### src/rtl/vector_exec_sequencer.sv
// Chunk sequencer for the vector execute stage: walks a V-element operation
// through the L-lane ALU array one chunk per cycle and reports completion.
module vector_exec_sequencer #(
  parameter int N = 32,
  parameter int V = 20,
  parameter int L = 4,
  localparam int CHUNKS = (V + L - 1) / L,
  localparam int CW = (CHUNKS > 1) ? $clog2(CHUNKS) : 1
) (
  input  logic          CLK,
  input  logic          RST,
  input  logic          start_i,
  input  logic [1:0]    OpType_i,
  input  logic [1:0]    ALUControl_i,
  input  logic          stall_i,
  output logic [CW-1:0] counter_o,
  output logic [1:0]    OpType_o,
  output logic [1:0]    ALUControl_o,
  output logic          chunk_valid_o,
  output logic          join_we_o,
  output logic [L-1:0]  lane_mask_o,
  output logic          busy_o,
  output logic          done_o,
  output logic          err_o,
  output logic [1:0]    fsm_state
);

  if (N < 1 || V < 1 || L < 1) begin : g_param_check
    $error("vector_exec_sequencer: N, V and L must be positive");
  end

  typedef enum logic [1:0] {
    IDLE = 2'd0,
    RUN  = 2'd1,
    DONE = 2'd2
  } state_t;

  localparam logic [1:0]    OP_SCALAR   = 2'b00;
  localparam logic [1:0]    OP_RESERVED = 2'b11;
  localparam logic [CW-1:0] LAST_CHUNK  = CW'(CHUNKS - 1);

  state_t        state, next_state;
  logic [CW-1:0] counter_q, counter_d;
  logic [CW-1:0] last_idx_q, last_idx_d;
  logic [1:0]    op_type_q, alu_ctrl_q;
  logic          done_q, err_q, busy_q;
  logic          accept, reject, chunk_go;

  always_comb begin
    next_state = state;
    counter_d  = counter_q;
    last_idx_d = last_idx_q;
    accept     = 1'b0;
    reject     = 1'b0;
    chunk_go   = 1'b0;
    case (state)
      IDLE: begin
        if (start_i) begin
          if (OpType_i == OP_RESERVED) begin
            reject = 1'b1;
          end else begin
            accept     = 1'b1;
            next_state = RUN;
            counter_d  = '0;
            last_idx_d = (OpType_i == OP_SCALAR) ? '0 : LAST_CHUNK;
          end
        end
      end
      RUN: begin
        // A stalled chunk is neither presented nor joined; everything holds.
        if (!stall_i) begin
          chunk_go = 1'b1;
          if (counter_q == last_idx_q) begin
            next_state = DONE;
          end else begin
            counter_d = counter_q + CW'(1);
          end
        end
      end
      DONE: begin
        next_state = IDLE;
        counter_d  = '0;
      end
      default: begin
        next_state = IDLE;
        counter_d  = '0;
      end
    endcase
  end

  always_ff @(posedge CLK) begin
    if (RST) begin
      state      <= IDLE;
      counter_q  <= '0;
      last_idx_q <= '0;
      op_type_q  <= 2'b00;
      alu_ctrl_q <= 2'b00;
      done_q     <= 1'b0;
      err_q      <= 1'b0;
      busy_q     <= 1'b0;
    end else begin
      state      <= next_state;
      counter_q  <= counter_d;
      last_idx_q <= last_idx_d;
      if (accept) begin
        op_type_q  <= OpType_i;
        alu_ctrl_q <= ALUControl_i;
      end
      done_q <= (next_state == DONE);
      err_q  <= reject;
      busy_q <= (next_state != IDLE);
    end
  end

  // Lanes past the end of the vector are masked off in the final chunk.
  always_comb begin
    lane_mask_o = '0;
    if (state == RUN) begin
      if (op_type_q == OP_SCALAR) begin
        lane_mask_o = L'(1);
      end else begin
        for (int l = 0; l < L; l++) begin
          lane_mask_o[l] = ((int'(counter_q) * L + l) < V);
        end
      end
    end
  end

  assign chunk_valid_o = chunk_go;
  assign join_we_o     = chunk_go;
  assign counter_o     = counter_q;
  assign OpType_o      = op_type_q;
  assign ALUControl_o  = alu_ctrl_q;
  assign busy_o        = busy_q;
  assign done_o        = done_q;
  assign err_o         = err_q;
  assign fsm_state     = state;

endmodule

### config.mk
export PLATFORM = sky130hd
export DESIGN_NAME = vector_exec_sequencer
export DESIGN_NICKNAME = d
export VERILOG_FILES = /design/src/rtl/vector_exec_sequencer.sv
export SDC_FILE = /design/constraint.sdc
export NUM_CORES = 1
export LEC_CHECK = 0
export CAP_MARGIN = 5
export CORE_MARGIN = 2
export CORE_UTILIZATION = 30
export CTS_CLUSTER_DIAMETER = 200
export CTS_CLUSTER_SIZE = 30
export DETAILED_ROUTE_END_ITERATION = 10
export PLACE_DENSITY_LB_ADDON = 0.25
export SLEW_MARGIN = 20
export SYNTH_ARGS = -nofsm -noshare
export SYNTH_HDL_FRONTEND = slang
export SYNTH_SLANG_ARGS = --single-unit
### constraint.sdc
create_clock -name CLK -period 1.6 [get_ports CLK]
set_clock_uncertainty 0.05 [all_clocks]
set_input_delay 0.24 -clock CLK [delete_from_list [all_inputs] [get_ports CLK]]
set_output_delay 0.24 -clock CLK [all_outputs]
set_load 0.05 [all_outputs]
==> out/metrics.csv <==
stage;metric;value;unit
worst_setup_path;worstReg2RegStart;counter_o[1]$_SDFFE_PP0P_;
final_layout;drive_gt1_share;51.0;%
timing;fin_crit_sh;98.5;%
routing;vias;581;
floorplan;coreArea;0.00196;mm^2
yosys;ys_top_cells_by_count;13 x dfxtp_1, 10 x nor2_1, 6 x a21oi_1;
worst_setup_path;slowest_stage;dfxtp_4;
yosys;synth_area;622;um^2
worst_setup_path;cpPeakStageDelay;360;ps
worst_setup_path;start_kind;flip-flop;
worst_hold_path;min_path_type;flip-flop to flip-flop;
worst_setup_path;reg2reg_depth;6;
worst_setup_path;cp_max_fo;3;
final_layout;fin_util;55.4;%
global_routing;grt_max_degree;12;
worst_setup_path;r2r_slack;110;ps
worst_setup_path;cp-endpoint;lane_mask_o[1];
status;outcome;finished, final reports clean;
yosys;synth_top_area_cell;dfxtp_1;
power;p_sw;0.000273;W
clock_tree;ctsHoldBuffers;0;
global_routing;overflow;0;
power;power.internal;0.000552;W
floorplan;start_util;31.7;%
timing;slew_viol_final;0;
worst_setup_path;setup.worst_path.end_class;primary output;
worst_hold_path;min_path_cells;2;
placement;gp_congestion;0.698;
timing;hold_slack;446;ps
yosys;postSynth.asyncResetShare;0;%
routing;firstDrtPassIters;3;
power;combPwrFrac;31.9;%
yosys;ys_ff_latch;13;
clock_tree;clkTransAtPathRegs;80;ps
routing;totalWireLength;1.46;mm
placement;dp_hpwl;1.10;mm
final_layout;diodes;0;
worst_setup_path;path_delay_family;flip-flops;
yosys;synth_cell_types;26;
final_layout;syn2layout_area_growth;74.8;%
yosys;synth_most_common_cell;dfxtp_1;
power;p_leak;0.472;nW
routing;avgRoutedWirePerCell;11.5;um
floorplan;die_w;49.5;um
floorplan;num_rows;16;
power;seqPwrFrac;43.2;%
clock_tree;h-tree-depth;1;
yosys;synth_top_area_share;41.9;%
final_layout;finalNonFillerCells;127;
power;swShare;33.1;%
timing;max-slew-margin-rel;78.8;%
worst_setup_path;crit_required;1310;ps
worst_setup_path;worst-path-buf-inv;2;
yosys;synth_cells;66;
global_routing;grt_usage;12.1;%
floorplan;dieArea;0.00245;mm^2
global_routing;antenna_found_initial;0;
worst_setup_path;critical_path_cell_count;5;
routing;viasPerCell;4.57;
routing;drt_iter0_markers;3;
yosys;ys.flop_type;dfxtp_1;
global_routing;grt_pass1_vias;521;
clock_tree;cts_made_buffers;3;
final_layout;nFillCells;185;
timing;worst_pin_slew;317;ps
timing;rsz0062_at_grt;true;
worst_setup_path;worstSetupPathType;flip-flop to primary output;
yosys;ys_seq_area_share;41.9;%
placement;port_buffers;25;
routing;ant_nets;0;
timing;min_period;1580;ps
worst_setup_path;startpoint;counter_o[1]$_SDFFE_PP0P_;
yosys;syn_avg_cell_area;9.42;um^2
clock_tree;insertion_delay;270;ps
timing;setup_tns;0;ps
floorplan;die-height;49.5;um
placement;placedCellCount;119;
yosys;yosysWarningCount;0;
clock_tree;cts_root_buf;clkbuf_4;
yosys;synth_edf_count;0;
worst_setup_path;r2r-end;counter_o[1]$_SDFFE_PP0P_;
flow_run;max-cap-violations;0;
floorplan;io_pins;26;
clock_tree;clockBufferDepth;2;
power;power_density;759;mW/mm^2
timing;hold_viol_final;0;
timing;setup-violations-final;0;
yosys;syn_nets;76;
final_layout;final_nets;111;
clock_tree;cts_sinks;13;
yosys;synth.area.top_cells;dfxtp_1 42%, mux2i_1 6.4%, nor2_1 6.0%;
global_routing;grt_pass1_wl;2.32;mm
timing;fmax;0.635;GHz
worst_setup_path;critPathArrivalTime;1290;ps
power;peakVddDrop;0.000477;V
clock_tree;cts_tree;built;
worst_setup_path;crit_chain;inv_4, ha_4, o22ai_4, nor2_4, buf_12;
power;clock_power_share;24.9;%
routing;drc;0;
-- metal layers --
layer / vias to the layer above / wire (um) / global-route usage (%)
met5: - / 0 / 0
met4: 0 / 21 / 4.17
met3: 2 / 66 / 2.42
met2: 15 / 734 / 19.3
met1: 267 / 634 / 16.2
li1: 297 / - / -
-- tightest hold or removal path: stages (launching register included) --
cell	delay [ps]
dfxtp_1	340
nand2_1	60
a21oi_1	50
-- how the worst min path moves through the flow --
stage,startpoint,endpoint,slack [ps]
2_1_floorplan,stall_i,fsm_state[1]$_SDFF_PP0_,260
3_3_place_gp,last_idx_q[2]$_SDFFE_PP0P_,last_idx_q[2]$_SDFFE_PP0P_,430
3_5_place_dp,last_idx_q[2]$_SDFFE_PP0P_,last_idx_q[2]$_SDFFE_PP0P_,440
4_1_cts,last_idx_q[2]$_SDFFE_PP0P_,last_idx_q[2]$_SDFFE_PP0P_,450
5_1_grt,last_idx_q[2]$_SDFFE_PP0P_,last_idx_q[2]$_SDFFE_PP0P_,460
6_report,last_idx_q[2]$_SDFFE_PP0P_,last_idx_q[2]$_SDFFE_PP0P_,450
-- state kept, by name, summed over array words and instances (netlist names) --
signal,count
counter_o,3
ALUControl_o,2
OpType_o,2
fsm_state,2
busy_o,1
done_o,1
err_o,1
last_idx_q,1
-- power groups by stage --
stage	registers [W]	clock network, W	logic, W
2_1_floorplan	0.000408	0	0.000108
3_3_place_gp	0.000361	0	0.000257
3_5_place_dp	0.000363	0	0.000257
4_1_cts	0.000356	0.000205	0.000260
5_1_grt	0.000359	0.000228	0.000278
6_report	0.000356	0.000205	0.000264
-- layout by cell type, fill, tap and decap left out, types with 2 or more instances in the layout --
cell type and n:
mux2i_1 4, inv_4 2, buf_12 7, a21oi_1 5, dfxtp_4 2, nor2_1 8, nand2_1 4, o21ai_0 2
inv_1 2, dfxtp_2 5, nor2_4 2, clkdlybuf4s50_1 7, buf_4 20, clkbuf_4 3, nor4_1 2, dfxtp_1 6
-- stage by stage --
| stage | cell area (um^2) | worst slack [ps] | power, W |
|---|---|---|---|
| floorplan | 682 | 6.60 | 0.000516 |
| global placement | 1010 | -88.3 | 0.000618 |
| detailed placement | 1010 | -129 | 0.000620 |
| CTS | 1050 | 9.83 | 0.000821 |
| global route | 1090 | -30.4 | 0.000865 |
| finish | 1090 | 24.4 | 0.000825 |
-- repair_timing --
action,4_1_cts,5_1_grt
gates cloned,0,0
endpoints found under the setup margin,3,3
resized for setup,2,2
setup buffers,1,3
pin swaps,2,3
-- cells by family (layout without fill, tap and decap cells) --
| family | after synthesis | after routing | synth area share, % |
|---|---|---|---|
| AO/OA/AOI/OAI | 13 | 13 | 17.1 |
| XOR/XNOR | 2 | 2 | 4.03 |
| adder cells (fa/ha/maj) | 2 | 2 | 4.02 |
| buffers and inverters | 8 | 42 | 6.64 |
| flip-flops | 13 | 13 | 41.9 |
| multiplexers | 4 | 4 | 6.44 |
| AND/OR/NAND/NOR | 24 | 24 | 19.9 |
-- layout make-up --
cell class | count | area, um^2 | share of cell area [%]
clock buffer | 4 | 26.3 | 2.42
inverter | 4 | 20.0 | 1.84
multi-input combinational | 45 | 373 | 34.3
sequential | 13 | 274 | 25.2
tap | 27 | 33.8 | 3.11
timing repair buffer | 34 | 360 | 33.1
No activity file was read; power rests on OpenSTA's default activity.
